$ cat config.mk
export PLATFORM = sky130hd
export DESIGN_NAME = seg_display_drv_flat
export DESIGN_NICKNAME = d
export VERILOG_FILES = /design/src/rtl/seg_display_drv_if.sv /design/src/rtl/seg_display_drv.sv /design/src/flat_wrapper.sv
export SDC_FILE = /design/constraint.sdc
export NUM_CORES = 1
export LEC_CHECK = 0
export BUFFER_PORTS_ARGS = -buffer_cell sky130_fd_sc_hd__buf_2
export CORE_MARGIN = 2
export CORE_UTILIZATION = 60
export CTS_BUF_LIST = sky130_fd_sc_hd__clkbuf_8
export CTS_CLUSTER_SIZE = 16
export DETAILED_ROUTE_END_ITERATION = 8
export GPL_TIMING_DRIVEN = 0
export PLACE_DENSITY = 0.81
export SLEW_MARGIN = 20
export SYNTH_ARGS = -nofsm -noshare
export SYNTH_HDL_FRONTEND = slang
export SYNTH_SLANG_ARGS = --single-unit
$ cat constraint.sdc
create_clock -name clk -period 2.46 [get_ports clk]
set_input_delay 0 -clock clk [delete_from_list [all_inputs] [get_ports clk]]
set_output_delay 0 -clock clk [all_outputs]
set_load 0.05 [all_outputs]
$ cat src/rtl/seg_display_drv_if.sv
// Result handshake between the ALU and the display driver.
//   value : W-bit two's-complement result from the ALU
//   valid : one-cycle strobe, value is new
//   busy  : driver is converting; valid is ignored while high
// master = producer (ALU side), slave = seg_display_drv.
interface seg_display_drv_if #(
  parameter int unsigned W = 8
);
  logic [W-1:0] value;
  logic         valid;
  logic         busy;

  modport master (output value, output valid, input busy);
  modport slave  (input value, input valid, output busy);
endinterface

$ cat src/rtl/seg_display_drv.sv
// Display output stage: converts the signed ALU result to decimal with a
// sequential double-dabble engine and scans it onto a 4-digit multiplexed
// 7-segment display (digit 3 carries the minus sign).
// Ports:
//   clk      : system clock, rising edge
//   rst      : asynchronous active-high reset
//   bus      : value/valid in, busy out (slave modport)
//   anodes   : active-low digit enables, anodes[0] = rightmost digit
//   segments : active-low {dp,g,f,e,d,c,b,a}, dp always off
module seg_display_drv #(
  parameter int unsigned W           = 8,
  parameter int unsigned REFRESH_DIV = 50000
) (
  input  logic                  clk,
  input  logic                  rst,
  seg_display_drv_if.slave      bus,
  output logic [3:0]            anodes,
  output logic [7:0]            segments
);

  localparam int unsigned IW  = $clog2(W + 1);
  localparam int unsigned RW  = (REFRESH_DIV > 1) ? $clog2(REFRESH_DIV) : 1;
  localparam int unsigned BW  = 12;
  localparam int unsigned SHW = BW + W;

  typedef enum logic [1:0] {IDLE, CONV, DONE} state_t;

  state_t          state, state_nxt;
  logic [W-1:0]    mag, mag_nxt;
  logic            neg, neg_nxt;
  logic [BW-1:0]   bcd, bcd_nxt, bcd_adj;
  logic [IW-1:0]   iter, iter_nxt;
  logic [BW-1:0]   disp_bcd, disp_bcd_nxt;
  logic            disp_neg, disp_neg_nxt;
  logic            busy_q, busy_nxt;
  logic [SHW-1:0]  dd_shift;

  logic [RW-1:0]   ref_cnt;
  logic [1:0]      dig_idx;
  logic [3:0]      anodes_nxt;
  logic [7:0]      segments_nxt;

  assign bus.busy = busy_q;

  function automatic logic [7:0] seg_code(input logic [3:0] d);
    case (d)
      4'd0:    seg_code = 8'hC0;
      4'd1:    seg_code = 8'hF9;
      4'd2:    seg_code = 8'hA4;
      4'd3:    seg_code = 8'hB0;
      4'd4:    seg_code = 8'h99;
      4'd5:    seg_code = 8'h92;
      4'd6:    seg_code = 8'h82;
      4'd7:    seg_code = 8'hF8;
      4'd8:    seg_code = 8'h80;
      4'd9:    seg_code = 8'h90;
      default: seg_code = 8'hFF;
    endcase
  endfunction

  // Double-dabble correction: add 3 to every nibble >= 5 before shifting.
  always_comb begin
    bcd_adj = bcd;
    for (int n = 0; n < 3; n++) begin
      if (bcd[n*4 +: 4] >= 4'd5) bcd_adj[n*4 +: 4] = bcd[n*4 +: 4] + 4'd3;
    end
    dd_shift = {bcd_adj, mag} << 1;
  end

  // FSM state and datapath registers.
  always_ff @(posedge clk or posedge rst) begin
    if (rst) begin
      state    <= IDLE;
      mag      <= '0;
      neg      <= 1'b0;
      bcd      <= '0;
      iter     <= '0;
      disp_bcd <= '0;
      disp_neg <= 1'b0;
      busy_q   <= 1'b0;
    end else begin
      state    <= state_nxt;
      mag      <= mag_nxt;
      neg      <= neg_nxt;
      bcd      <= bcd_nxt;
      iter     <= iter_nxt;
      disp_bcd <= disp_bcd_nxt;
      disp_neg <= disp_neg_nxt;
      busy_q   <= busy_nxt;
    end
  end

  // Next-state and datapath updates.
  always_comb begin
    state_nxt    = state;
    mag_nxt      = mag;
    neg_nxt      = neg;
    bcd_nxt      = bcd;
    iter_nxt     = iter;
    disp_bcd_nxt = disp_bcd;
    disp_neg_nxt = disp_neg;
    case (state)
      IDLE: begin
        // busy_q is still high for the one IDLE cycle after DONE.
        if (bus.valid && !busy_q) begin
          neg_nxt   = bus.value[W-1];
          // W-bit negate: the most negative input maps to 2^(W-1).
          mag_nxt   = bus.value[W-1] ? W'(-bus.value) : bus.value;
          bcd_nxt   = '0;
          iter_nxt  = '0;
          state_nxt = CONV;
        end
      end
      CONV: begin
        bcd_nxt  = dd_shift[SHW-1:W];
        mag_nxt  = dd_shift[W-1:0];
        iter_nxt = iter + IW'(1);
        if (iter == IW'(W - 1)) state_nxt = DONE;
      end
      DONE: begin
        disp_bcd_nxt = bcd;
        disp_neg_nxt = neg;
        state_nxt    = IDLE;
      end
      default: state_nxt = IDLE;
    endcase
    busy_nxt = (state != IDLE) || (state_nxt != IDLE);
  end

  // Free-running digit scan.
  always_ff @(posedge clk or posedge rst) begin
    if (rst) begin
      ref_cnt <= '0;
      dig_idx <= 2'd0;
    end else if (ref_cnt == RW'(REFRESH_DIV - 1)) begin
      ref_cnt <= '0;
      dig_idx <= dig_idx + 2'd1;
    end else begin
      ref_cnt <= ref_cnt + RW'(1);
    end
  end

  // Digit content with leading-zero blanking.
  always_comb begin
    anodes_nxt   = ~(4'b0001 << dig_idx);
    segments_nxt = 8'hFF;
    case (dig_idx)
      2'd0: segments_nxt = seg_code(disp_bcd[3:0]);
      2'd1: segments_nxt = (disp_bcd[11:4] == 8'd0) ? 8'hFF : seg_code(disp_bcd[7:4]);
      2'd2: segments_nxt = (disp_bcd[11:8] == 4'd0) ? 8'hFF : seg_code(disp_bcd[11:8]);
      2'd3: segments_nxt = disp_neg ? 8'hBF : 8'hFF;
      default: segments_nxt = 8'hFF;
    endcase
  end

  always_ff @(posedge clk or posedge rst) begin
    if (rst) begin
      anodes   <= 4'b1111;
      segments <= 8'hFF;
    end else begin
      anodes   <= anodes_nxt;
      segments <= segments_nxt;
    end
  end

endmodule
$ cat src/flat_wrapper.sv
// flat-port wrapper written by rule: the top's interface ports become plain ports
module seg_display_drv_flat 
#(
  parameter int unsigned W           = 8,
  parameter int unsigned REFRESH_DIV = 50000
)
  (clk, rst, anodes, segments, bus_value, bus_valid, bus_busy);
  seg_display_drv_if #(.W(W)) bus_i ();
  input  logic clk;
  input  logic rst;
  output logic [3:0] anodes;
  output logic [7:0] segments;
  input wire logic [$bits(bus_i.value)-1:0] bus_value;
  input wire logic [$bits(bus_i.valid)-1:0] bus_valid;
  output wire logic [$bits(bus_i.busy)-1:0] bus_busy;
  assign bus_i.value = bus_value;
  assign bus_i.valid = bus_valid;
  assign bus_busy = bus_i.busy;
  seg_display_drv #(.W(W), .REFRESH_DIV(REFRESH_DIV)) u_core (.clk(clk), .rst(rst), .bus(bus_i), .anodes(anodes), .segments(segments));
endmodule
### Word-level counts from Yosys, hierarchy flattened

Memory sizes are Yosys's and may differ from the RTL's.
Index checks and enable logic that the tools add are counted.

* memories kept: 3
* bits in read-only memories: 336
* logic and storage cells: 65
* memory bits (writable): 0
* flip-flop bits (word level): 71
* bits of input ports: 11
* bits in latches: 0
* output and inout bits: 13

Memories
* (name not given): words 16, bits a word 7, read ports 1, clocked after memory_dff 0, write ports 0, RTL line seg_display_drv.sv:46 `case (d)`
* (name not given): words 16, bits a word 7, read ports 1, clocked after memory_dff 0, write ports 0, RTL line seg_display_drv.sv:46
* (name not given): words 16, bits a word 7, read ports 1, clocked after memory_dff 0, write ports 0, RTL line seg_display_drv.sv:46

* equal/unequal tests: 8
* divide/modulo/power cells: 0
* add/sub/neg operators: 7
* bitwise logic cells: 1
* multiplexer cells: 18
* $lt $le $gt $ge: 3
* reductions and logical operators: 12
* $mul: 0
* shifts and indexed selects: 1

Operators with widths (number)
* $mux 8: 4
* $pmux 8 s4: 1
* $pmux 12 s2: 1
* $add 16x1->16 const B: 1
* $eq 16x16->1 const B: 1
* $mux 16: 1
* $pmux 8 s2: 1
* $ge 4x3->1 const B: 3
* $mux 12: 1
* $mux 4: 3
* $add 4x2->4 const B: 2
* $logic_not 8->1: 1
* $neg 8->8: 1
* $pmux 4 s2: 1
* $mux 7: 1
* $eq 2x2->1 const B: 3
* $reduce_bool 2->1: 3
* $add 4x1->4 const B: 1
* $eq 2x1->1 const B: 2
* $eq 4x3->1 const B: 1
* $logic_not 2->1: 2
* $logic_not 4->1: 1
* $mux 2: 2
* $not 4->4: 1
* 10 further kinds: 11

### Logic depth before layout (Yosys ltp)

* depth in word-level cells: 6
* mapped depth: 6
* depth with buffers taken out: 6

### Worst setup path after synthesis

OpenSTA, ideal clock, no wires.

* path kind: register -> register
* start point: register u_core.dig_idx[0]
* end point: register u_core.segments[3]
* library setup time: 93 ps
* buffers on the path: 0
* arrival time: 1536 ps
* clock period less this slack: 1629 ps
* data required time: 2367 ps
* cell stages (with the launch flop): 7
* path slack: 831 ps
* path through: dfrtp_1 inv_1 ha_1 and2b_1 a2111oi_4 nand2b_1 a2bb2oi_1

* word-level cells in the longest chain between the ends: 2
* elaborated cells on any way between the ends: 5
* those cells by class: 3 x eq/ne; 1 x mux; 1 x reduce/logical

RTL lines
* start: declaration: RTL line seg_display_drv.sv:39 `logic [1:0] dig_idx;`
* start signal: assignment: RTL line seg_display_drv.sv:137 `dig_idx <= dig_idx + 2'd1;`
* $eq 2x2->1 (tied with other cells): RTL line seg_display_drv.sv:147 `case (dig_idx)`
* $pmux 8 s4 (*): RTL line seg_display_drv.sv:147
* net u_core.segments_nxt[3]: RTL line seg_display_drv.sv:41 `logic [7:0] segments_nxt;`
* end signal: assignment: RTL line seg_display_drv.sv:162 `segments <= segments_nxt;`
* end: declaration: RTL line seg_display_drv.sv:18 `output logic [7:0] segments`

Mark *: on every way through the listed nets, which the timed path passes. The rest lies on a longest branch.
A chain may end at the register's enable or synchronous reset.

### Final worst setup path

* start point: register u_core.disp_bcd[9]
* end point: register u_core.segments[5]

* word-level cells in the longest chain between the ends: 3
* elaborated cells on any way between the ends: 6
* those cells by class: 3 x mux; 2 x reduce/logical; 1 x memory

RTL lines
* start: declaration: RTL line seg_display_drv.sv:33 `logic [BW-1:0] disp_bcd, disp_bcd_nxt;`
* start signal: assignment: RTL line seg_display_drv.sv:87 `disp_bcd <= disp_bcd_nxt;`
* $mem_v2 16x7 (tied with other cells)
* $mux 8 (on tied branches): RTL line seg_display_drv.sv:150, seg_display_drv.sv:149
* $pmux 8 s4 (*): RTL line seg_display_drv.sv:147
* net u_core.segments_nxt[5]: RTL line seg_display_drv.sv:41

Marked as above.

==> flow_metrics.tcl <==
set metrics [dict create \
    rows 29 \
    drtAntennaViolNets 0 \
    cp.required_ps 2720 \
    ios 24 \
    first_pass_iters 5 \
    drive_above_1_share 0.1716 \
    gp_congestion 0.8415 \
    dpl_worst_slack_ps 617.2 \
    slew_headroom 0.5797 \
    grt_pass1_wl_um 13100 \
    overflow 0 \
    skew_ps 5.816 \
    grt_use_met2 0.3729 \
    rsz0062_at_grt "no" \
    status "finished clean" \
    most-common-layout-cells "59 x dfrtp_1, 29 x o21ai_0, 29 x buf_2, 29 x ha_1, 28 x nand2_1" \
    die_area_um2 7308 \
    wl_per_cell_um 14.48 \
    ys_seq_area_frac 0.4432 \
    post_cts_buffers 0 \
    setup_ws_ps 594.9 \
    met1_usage 0.2868 \
    place_inst 498 \
    ctsRootBufferMaster "clkbuf_8" \
    synth_edf_count 0 \
    area_growth_pct 12.66 \
    die_h_um 85.49 \
    worstPathMaxFanout 7 \
    hpwl_um 5420 \
    cp-start-kind "flip-flop" \
    drt_wl_total_um 7531 \
    cts_resized 0 \
    max_freq_ghz 0.5362 \
    cap_violations 0 \
    clk_path_buf_depth 2 \
    async_reset_ff_frac 1.000 \
    cellPowerDensity_nw_per_um2 1036 \
    layout_min_cycle_time_ps 1865 \
    layout_commonest_cell "dfrtp_1" \
    worst_setup_path_end_kind "flip-flop" \
    fin_cells 520 \
    grt.busiest_layer "met2" \
    syn_nets 438 \
    synth_cell_type_count 55 \
    hold_path_class "in -> reg" \
    vias 3002 \
    antenna_cells 0 \
    cts-hold-fix-buffers 6 \
    setup_viol 0 \
    syn_area_um2 3984 \
    grt_pass1_vias 2964 \
    use_met3 0.05253 \
    cts_made_buffers 9 \
    slew_violations 0 \
    grt_usage 0.2261 \
    viasPerCell 5.773 \
    postSynthCellCount 398 \
    antenna_found_initial 0 \
    first_iter_violations 153 \
    worstSetupPathType "reg -> reg" \
    synth_flop_cell "dfrtp_1" \
    finalCritPeriodShare 0.7582 \
    cts_tree "done" \
    initial_core_util 0.6238 \
    drc 0 \
    cp.arrival_ps 2120 \
    fp.dieW_um 85.49 \
    htreeDepth 3 \
    ys_seq_elements 70 \
    coreArea_um2 6386 \
    synth.yosys.warnings 0 \
    grt_max_degree 38 \
    finalHoldViolCount 0 \
    path_clk_slew_ps 70 \
    place.port_buffers 22 \
    max_slew.worst_pin.slew_ps 626.2 \
    fin_nets 478 \
    power_leakage_nw 2.102 \
    avgSynthCellArea_um2 10.01 \
    ir_drop_mv 0.6436 \
    clock_latency_ps 340 \
    clock-sinks 70 \
]
layer usage:
metal / part of all wire / up-vias
li1: - / 1491
met3: 0.048 / 12
met2: 0.48 / 88
met4: 0.015 / 0
met5: 0 / -
met1: 0.46 / 1411
area by class of cell:
class	instances	area, um2
Buffer	18	96.34
Clock buffer	10	137.6
Clock inverter	6	77.57
Fill cell	453	1898
Inverter	26	100.1
Multi-Input combinational cell	284	2024
Sequential cell	70	1765
Tap cell	77	96.34
Timing Repair Buffer	29	190.2
sequential cells by signal, summed over array words and instances, names as in the netlist:
register         count
u_core.bus.busy      1
u_core.segments      7
u_core.state         2
u_core.iter          4
u_core.anodes        4
u_core.bcd          12
u_core.dig_idx       2
u_core.disp_neg      1
u_core.mag           8
u_core.disp_bcd     12
u_core.neg           1
u_core.ref_cnt      16
cell families after synthesis:
group / count (synthesis) / synth area share
AOI/OAI and AO/OA: 96 / 0.1605
xor gates and xnor gates: 19 / 0.04177
DFF: 70 / 0.4432
adders and majority gates: 29 / 0.09108
buffers and inverters: 44 / 0.04868
other: 1 / 0.0009413
and+or+nand+nor: 123 / 0.1709
muxes: 16 / 0.04303
power breakdown:
group | internal (mW) | switching [mW]
Sequential | 1.50 | 0.236
Combinational | 0.764 | 1.14
Clock | 0.588 | 0.419
Total | 2.85 | 1.80
final timing paths:
path	start	to	slack, ps	depth (start not counted)
setup / recovery	u_core.disp_bcd[9]$_DFFE_PP0N_	u_core.segments[5]$_DFF_PP1_	590	6
hold / removal	bus_value[3]	u_core.mag[3]$_DFFE_PP0P_	20	3
setup reg to reg	u_core.disp_bcd[9]$_DFFE_PP0N_	u_core.segments[5]$_DFF_PP1_	590	6
hold reg to reg	u_core.ref_cnt[15]$_DFF_PP0_	u_core.ref_cnt[15]$_DFF_PP0_	470	1
max in group asynchronous	rst	u_core.segments[2]$_DFF_PP1_	1640	4
min in group asynchronous	rst	u_core.mag[2]$_DFFE_PP0P_	210	3
stage by stage:
stage	total power, mW	instance area (um2)	hold WS [ps]	TNS, ps	util
after floorplan	3.181	3984	163.9	0	-
after global placement	3.523	4190	298.1	-1809	0.6562
after detailed placement	3.636	4213	36.46	0	0.6597
after CTS	4.654	4488	5.793	0	0.7028
after global routing	4.973	4488	25.57	0	0.7028
final	4.650	4488	18.48	0	0.7028
cell usage after synthesis (all sizes together) (3+ instances only):
library cell / instances / area share
a21o: 5 / 0.0094
a22o: 4 / 0.0088
nand2: 28 / 0.026
o31ai: 6 / 0.011
nand3: 11 / 0.014
nor2: 19 / 0.018
o211ai: 3 / 0.0057
nand2b: 17 / 0.027
and4: 3 / 0.0072
a32oi: 3 / 0.0066
dfstp: 11 / 0.073
or2: 3 / 0.0047
a21oi: 14 / 0.018
mux2: 9 / 0.025
xor2: 9 / 0.020
xnor2: 10 / 0.022
buf: 11 / 0.017
ha: 29 / 0.091
o21ai: 35 / 0.044
and3: 8 / 0.013
mux2i: 7 / 0.018
nand4: 7 / 0.011
nor3: 6 / 0.0075
nor2b: 7 / 0.011
inv: 26 / 0.024
a22oi: 7 / 0.013
dfrtp: 59 / 0.37
clkbuf: 7 / 0.0069
o22ai: 6 / 0.0094
worst max-delay path: stages (launching register included):
cell and delay, ps:
dfrtp_1 450, inv_1 140, ha_1 200, nor2b_1 340, and3_1 280, nand2b_1 150, a2bb2oi_1 220
Power figures use the tool's default switching activity.
